## src/rtl/mem_access_controller.sv

```systemverilog
// mem_access_controller
// Sequences one CPU load/store into a single word-aligned memory transaction.
// Byte lanes are chosen from the access size and the low address bits.
// The pipeline is stalled through busywait_o until memory acknowledges the
// transaction or the timeout expires.
// Sub-word load data is sign- or zero-extended before it reaches the CPU.
// Illegal or misaligned requests are rejected with a one-cycle error pulse
// and never reach memory.
module mem_access_controller #(
  parameter int unsigned TIMEOUT = 255   // ACCESS cycles without ack before abort, 1..65535
) (
  input  logic        clk,
  input  logic        rst_n,
  input  logic        read_i,
  input  logic        write_i,
  input  logic [2:0]  func3_i,
  input  logic [31:0] address_i,
  input  logic [31:0] writedata_i,
  output logic        busywait_o,
  output logic [31:0] readdata_o,
  output logic        error_o,
  output logic        mem_read_o,
  output logic        mem_write_o,
  output logic [31:0] mem_address_o,
  output logic [31:0] mem_writedata_o,
  output logic [3:0]  mem_byteen_o,
  input  logic [31:0] mem_readdata_i,
  input  logic        mem_ack_i
);

  localparam logic [15:0] TimeoutLast = 16'(TIMEOUT - 1);

  typedef enum logic [1:0] {
    IDLE   = 2'd0,
    ACCESS = 2'd1,
    DONE   = 2'd2
  } state_e;

  state_e      state_q;
  logic [31:0] mem_address_q;
  logic [31:0] mem_writedata_q;
  logic [3:0]  mem_byteen_q;
  logic [1:0]  offset_q;
  logic [2:0]  func3_q;
  logic        mem_read_q;
  logic        mem_write_q;
  logic [15:0] count_q;
  logic [31:0] readdata_q;
  logic        error_q;

  logic        req_any;
  logic        req_legal;
  logic [3:0]  req_byteen;
  logic [31:0] req_wdata;
  logic [31:0] lane_word;
  logic [31:0] load_data_d;

  // Decode the CPU request: legality, byte lanes and lane-replicated store data.
  always_comb begin
    // NOTE: every signal gets a default first so no path leaves it unassigned (no latch).
    req_any    = read_i | write_i;
    req_legal  = 1'b0;
    req_byteen = 4'b1111;
    req_wdata  = writedata_i;

    unique case (func3_i)
      3'b000, 3'b001, 3'b010: req_legal = read_i ^ write_i;
      3'b100, 3'b101:         req_legal = read_i & ~write_i;  // unsigned forms are loads only
      default:                req_legal = 1'b0;
    endcase

    unique case (func3_i[1:0])
      2'b00: begin
        req_byteen = 4'b0001 << address_i[1:0];
        req_wdata  = {4{writedata_i[7:0]}};
      end
      2'b01: begin
        if (address_i[0]) req_legal = 1'b0;
        req_byteen = 4'b0011 << address_i[1:0];
        req_wdata  = {2{writedata_i[15:0]}};
      end
      2'b10: begin
        if (address_i[1:0] != 2'b00) req_legal = 1'b0;
      end
      default: req_legal = 1'b0;
    endcase
  end

  // Bring the addressed lane down to bit 0 and extend it according to the access type.
  always_comb begin
    lane_word   = mem_readdata_i >> {offset_q, 3'b000};
    load_data_d = lane_word;
    unique case (func3_q)
      3'b000:  load_data_d = {{24{lane_word[7]}}, lane_word[7:0]};
      3'b001:  load_data_d = {{16{lane_word[15]}}, lane_word[15:0]};
      3'b100:  load_data_d = {24'h0, lane_word[7:0]};
      3'b101:  load_data_d = {16'h0, lane_word[15:0]};
      default: load_data_d = lane_word;
    endcase
  end

  // Stall follows the request decode while idle, and the registered state otherwise.
  // Holding reset also forces it low, so a CPU that keeps READ/WRITE asserted
  // through reset does not see a stall.
  always_comb begin
    unique case (state_q)
      IDLE:    busywait_o = rst_n & req_legal;
      ACCESS:  busywait_o = 1'b1;
      default: busywait_o = 1'b0;
    endcase
  end

  // Transaction FSM. All memory-side outputs, the error pulse and the load result are registered.
  always_ff @(posedge clk or negedge rst_n) begin
    if (!rst_n) begin
      state_q         <= IDLE;
      mem_address_q   <= '0;
      mem_writedata_q <= '0;
      mem_byteen_q    <= '0;
      offset_q        <= '0;
      func3_q         <= '0;
      mem_read_q      <= 1'b0;
      mem_write_q     <= 1'b0;
      count_q         <= '0;
      readdata_q      <= '0;
      error_q         <= 1'b0;
    end else begin
      // NOTE: non-blocking assignments so every register samples pre-edge values.
      error_q <= 1'b0;
      unique case (state_q)
        IDLE: begin
          if (req_legal) begin
            state_q         <= ACCESS;
            mem_address_q   <= {address_i[31:2], 2'b00};
            mem_writedata_q <= req_wdata;
            mem_byteen_q    <= req_byteen;
            offset_q        <= address_i[1:0];
            func3_q         <= func3_i;
            mem_read_q      <= read_i;
            mem_write_q     <= write_i;
            count_q         <= '0;
          end else if (req_any) begin
            error_q <= 1'b1;
          end
        end
        ACCESS: begin
          if (mem_ack_i) begin
            // An ack on the timeout edge still counts as a good completion.
            state_q     <= DONE;
            mem_read_q  <= 1'b0;
            mem_write_q <= 1'b0;
            if (mem_read_q) readdata_q <= load_data_d;
          end else if (count_q == TimeoutLast) begin
            state_q     <= DONE;
            mem_read_q  <= 1'b0;
            mem_write_q <= 1'b0;
            error_q     <= 1'b1;
          end else begin
            count_q <= count_q + 16'd1;
          end
        end
        DONE: begin
          // A request still visible here belongs to the instruction just finished.
          state_q <= IDLE;
        end
        default: state_q <= IDLE;
      endcase
    end
  end

  assign mem_read_o      = mem_read_q;
  assign mem_write_o     = mem_write_q;
  assign mem_address_o   = mem_address_q;
  assign mem_writedata_o = mem_writedata_q;
  assign mem_byteen_o    = mem_byteen_q;
  assign readdata_o      = readdata_q;
  assign error_o         = error_q;

endmodule

```

## config.mk

```make
export PLATFORM = sky130hd
export DESIGN_NAME = mem_access_controller
export DESIGN_NICKNAME = d
export VERILOG_FILES = /design/src/rtl/mem_access_controller.sv
export SDC_FILE = /design/constraint.sdc
export NUM_CORES = 1
export LEC_CHECK = 0
export CORE_MARGIN = 2
export CORE_UTILIZATION = 30
export CTS_CLUSTER_DIAMETER = 120
export DETAILED_ROUTE_END_ITERATION = 16
export HOLD_SLACK_MARGIN = 0.03
export PLACE_DENSITY = 0.66
export SLEW_MARGIN = 20
export SYNTH_ARGS = -nofsm -noshare
export SYNTH_HDL_FRONTEND = slang
export SYNTH_SLANG_ARGS = --single-unit
```

## constraint.sdc

```tcl
create_clock -name clk -period 2.6 [get_ports clk]
set_clock_uncertainty 0.15 [all_clocks]
set_input_delay 0.26 -clock clk [delete_from_list [all_inputs] [get_ports clk]]
set_output_delay 0.26 -clock clk [all_outputs]
set_load 0.005 [all_outputs]
```

-- Word level (Yosys, flattened, before mapping)
Cells that the tools add are included.
Widths: inputs -> output; s select.
- shift operators: 3
- $add $sub $neg: 1
- eq/ne operators: 15
- reduce and logical (&&, ||, !) cells: 13
- multiplexer cells: 27
- bitwise gates (word level): 5
- operators by type and width (cell ; count):
    $pmux 32 s4 ; 1
    $pmux 32 s2 ; 1
    $mux 16 ; 3
    $pmux 16 s2 ; 1
    $shr 32x5->32 ; 1
    $add 16x1->16 const B ; 1
    $eq 16x8->1 const B ; 1
    $eq 3x3->1 const B ; 4
    $mux 1 ; 10
    $pmux 1 s2 ; 5
    $pmux 4 s2 ; 1
    $eq 3x1->1 const B ; 2
    $logic_not 3->1 ; 2
    $mux 2 ; 3
    $ne 2x2->1 const B ; 3
    $reduce_and 3->1 ; 2
    $eq 2x1->1 const B ; 2
    $logic_not 2->1 ; 2
    $pmux 2 s2 ; 1
    $reduce_and 2->1 ; 2
    $reduce_and 4->1 ; 1
    $reduce_bool 2->1 ; 2
    $shl 1x2->4 const A ; 1
    $shl 2x2->4 const A ; 1
    other kinds (10) ; 11
- output and inout bits: 104
- register bits: 124
- logic and storage cells: 75
- input bits: 104

-- Depth between registers and ports, before layout
- word-level depth: 7
- mapped depth: 9
- gate-level depth less buffers: 6

-- Worst setup path before layout
OpenSTA, ideal clock, no wires.
- kind: reg2reg
- from: reg offset_q[1]
- to: reg readdata_q[15] (netlist: readdata_o[15])
- path buffers: 2
- data required time: 2.329 ns
- period minus slack after synthesis: 1.941 ns
- arrival: 1.670 ns
- path slack: 0.659 ns
- cell stages (with the launch flop): 7
- setup time: 0.121 ns
- cells stage by stage: dfrtp_1 > buf_2 > mux2_2 > a211oi_1 > o41ai_4 > buf_6 > o22a_1
- cells in the longest elaborated chain, start to end: 2
- RTL lines (item ; RTL line ; source):
    start, declared ; 43 ; logic [1:0] offset_q;
    start signal, assigned ; 137 ; offset_q <= address_i[1:0];
    $shr 32x5->32 ; 91 ; lane_word = mem_readdata_i >> {offset_q, 3'b000};
    $pmux 32 s4 ; 93 ; unique case (func3_q)
    end signal, assigned ; 152 ; if (mem_read_q) readdata_q <= load_data_d;
    end, declared ; 48 ; logic [31:0] readdata_q;
Every way passes these cells.
A chain may end at the register's enable or synchronous reset.

-- Worst setup path in the final report
- from: in read_i
- to: out busywait_o
- cells in the longest elaborated chain, start to end: 6
- elaborated cells on any way between the ends: 8
- classes of those cells: 5 x mux; 3 x bitwise
- RTL lines (item ; RTL line ; source):
    start, declared ; 14 ; input logic read_i,
    $and 1x1->1 / $xor 1x1->1 (equally long branches) ; 68, 67 ;
    $pmux 1 s2 (*) ; 66 ; unique case (func3_i)
    $mux 1 (on tied branches) ; 83, 78 ;
    $pmux 1 s3 (*) ; 72 ; unique case (func3_i[1:0])
    $and 1x1->1 (*) ; 107 ; IDLE: busywait_o = rst_n & req_legal;
    $pmux 1 s2 (*) ; 106 ; unique case (state_q)
    end, declared ; 19 ; output logic busywait_o,
Mark *: on every way between the ends. The rest lies on a longest branch, timed or not.

==> key figures <==
Synth
  – Syn avg cell area: 10.94 um^2
  – Post-Synth Adder-Cell Area: 0.8319%
  – Biggest area consumer among synthesized cells: dfrtp_1
  – Share of the synthesized area in the top cell type: 51.58%
  – Commonest cells post-synth: 124 x dfrtp_1, 48 x mux2i_1, 45 x mux2_1
  – Largest family of logic cells by synthesized area: multiplexers
  – Number of flops mapped to enable cells by yosys: 0
  – Distinct cells, synth: a little over 50
  – Post-synthesis xor/xnor area fraction: 0%
  – Mux contribution to synthesized area: 17.91%
  – Top post-synthesis cells by area: dfrtp_1 52%, mux2_1 8.4%, mux2i_1 8.0%
  – Synth Area in Simple Gates: about 14%
  – Yosys warnings: 0
  – Area fraction in compound gates after synthesis: 12.50%
  – Most frequent cell after synthesis: dfrtp_1
  – Main synth FF type: dfrtp_1
  – Synth async-reset ratio: between 90% and 100%
  – Cells after synthesis: 550
  – Cell area after synthesis: 6016 um^2
  – Seq/Total Area, Yosys: between 50% and 60%
  – Yosys reg bits: 124

Global routing
  – Total track usage: 16.36%
  – GRT overflow: 0
  – Number of global-route vias before repair: between 5,000 and 6,000
  – Initial antenna violation count: 1
  – Largest net degree at the start of global routing: 125
  – First-pass GRT wire length: between 20 and 30 mm

Timing
  – Period utilisation layout: 91.58%
  – Fmax: around 0.42 GHz
  – Setup TNS: 0 ps
  – RSZ-0062 raised after global routing: false
  – Number of max-slew violations in the final report: 0
  – Final hold vios: 0
  – Hold WS: about 300 ps
  – Final setup vio count: 0
  – Tmin final: 2381 ps
  – Slew margin rel.: a little under a third
  – Tightest Pin Transition: roughly 1000 ps

Finish
  – Final Cell Area: around 9200 um^2
  – Non-Filler Instances: 1,043
  – Area Overhead vs Synth: 52.23%
  – Number of fill cells: 1,858
  – Layout cell share with drive strength beyond 1: 9.653%
  – Nets: just under 900

Clocking
  – CTS tree: done
  – Clk Latency, worst-skew pair: about 400 ps
  – Clock buffer depth: 2
  – H-tree Lvls: 4
  – Clock transition at path regs: around 60 ps
  – CTS Buf Count: 17
  – Clk sinks: 124
  – CTS root buffer: clkbuf_16

Worst setup path
  – Max incr delay on CP: 490 ps
  – Worst path required time: 2190 ps
  – Worst EP arrival: 1970 ps
  – CP Max Fanout: 3
  – Critical path cell sequence: clkdlybuf4s50_1 -> inv_1 -> ha_1 -> mux2i_2 -> nor3b_2 -> a21oi_1 -> nor2_1 -> dlygate4sd2_1
  – Crit. Startpoint: read_i
  – Slowest cell on the critical path: clkdlybuf4s50_1
  – Setup CP Type: input pin to output pin
  – Crit path max-delay family: buffers and inverters
  – Crit path launch type: input pin
  – Critical Path End Type: output pin
  – R2R Path Start: offset_q[1]
  – Worst Path Buf+Inv: 3

Power
  – Internal Power: 6395 uW
  – Combinational power share: 36.2%
  – Sequential Power Share: 35.1%
  – P per Cell Area: between 900 and 1000 nW/um^2
  – Leak Pwr: roughly 0.0038 uW
  – VDD IR max: 0.4938 mV
  – P_sw: 2553 uW
  – Clk network pwr share: 28.7%
  – Sw Ratio: 28.53%

Drt
  – Drt drc: 0
  – Pre-Repair DR Iteration Count: 6
  – Final WL: approximately 17 mm
  – Post-DRT Antenna Nets: 0
  – Starting DRC count in detailed routing: 214
  – DR WL/cell: ~16 um
  – Via count: 4,938
  – Vias per cell: 4.734

Floorplanning
  – Die width: 145.6 um
  – Core area: roughly 20,000 um^2
  – Starting density of the core: 30.71%
  – Die area: 21,200 um^2
  – Ports: about 210
  – Chip height: about 150 um
  – Row cnt: 51

Min path
  – Hold_sp: address_i[26]
  – Worst hold path class: input pin to register

Placement
  – Placed Area: 8496 um^2
  – PortBufs: 205
  – DPL Wire Length: roughly 12 mm
  – Final weighted congestion in routability-driven placement: 0.7945
  – Post-Place Cells: between 1,000 and 1,500

Job
  – Max cap viols: 0

Run status
  – Outcome: complete, no violations
## cell usage in the layout, fill, tap and decap left out, types with 18 or more instances in the layout
cell,netlist,routed
clkdlybuf4s50_1,0,203
buf_4,3,19
mux2_1,45,45
nor2_1,43,43
o21ai_0,36,36
a21oi_1,34,34
nand2_1,41,41
dfrtp_1,124,124
and2_1,18,18
mux2i_1,48,47
## final timing paths
check                                     endpoint  slack (ps)  depth (start not counted)
worst min register to register         count_q[15]         320                          1
min in group asynchronous        mem_address_o[15]         370                          3
max in group asynchronous       mem_writedata_o[6]        1360                          3
worst max register to register      readdata_o[16]         480                          4
worst min-delay path             mem_address_o[26]         290                          2
worst max-delay path                    busywait_o         220                          8
## power by group through the flow
stage / Combinational, uW / Clock, uW / Sequential, uW
floorplan: 1210 / 0 / 3170
global placement: 3250 / 0 / 3150
detailed placement: 3280 / 0 / 3180
CTS: 3300 / 2650 / 3160
global route: 3520 / 2740 / 3270
finish: 3240 / 2570 / 3140
## logic make-up after synthesis
kind of cell	count (synthesis)
AO/OA/AOI/OAI	117
adder cells (fa/ha/maj)	4
buffers and inverters	46
flip-flops	124
multiplexers	101
other	1
AND/OR/NAND/NOR	157
## registers in the layout, indices dropped and copies added (netlist names)
signal,count
mem_writedata_o,32
readdata_o,32
mem_address_o,30
count_q,16
mem_byteen_o,4
func3_q,3
offset_q,2
state_q,2
error_o,1
mem_read_o,1
mem_write_o,1
## through the flow
stage	setup slack (ps)	total power, uW	util [%]
6_report	218.9	8949	46.75
5_1_grt	136.1	9525	46.73
4_1_cts	200.8	9109	46.73
3_5_place_dp	-175.7	6455	43.37
3_3_place_gp	-158.2	6401	43.37
2_1_floorplan	658.9	4379	-
## timing repair
item	4_1_cts	5_1_grt
hold buffers	1	0
setup endpoints to repair	1	0
gates resized for setup	3	0
hold endpoints to repair	124	0
setup buffers	0	0
## per-layer routing
layer  GRT usage [%]  vias to the layer above  share of wire, %
li1                -                     2399                 -
met1           21.46                     2358                46
met2           25.52                      168                45
met3           5.517                       13               7.2
met4           5.245                        0               1.5
met5               0                        -                 0
## cell type report
type                    count  area [um^2]  share of cell area, %
flip-flops and latches    124         3103                  33.88
multi-input cells         381         2733                  29.84
repair buffers            230         2305                  25.17
clock buffers              21        480.5                  5.247
well taps                 265        331.6                  3.621
clock inverters            10        161.4                  1.763
inverters                  11        41.29                 0.4509
diodes                      1        2.502                0.02733
(Power assumes the default switching activity.)
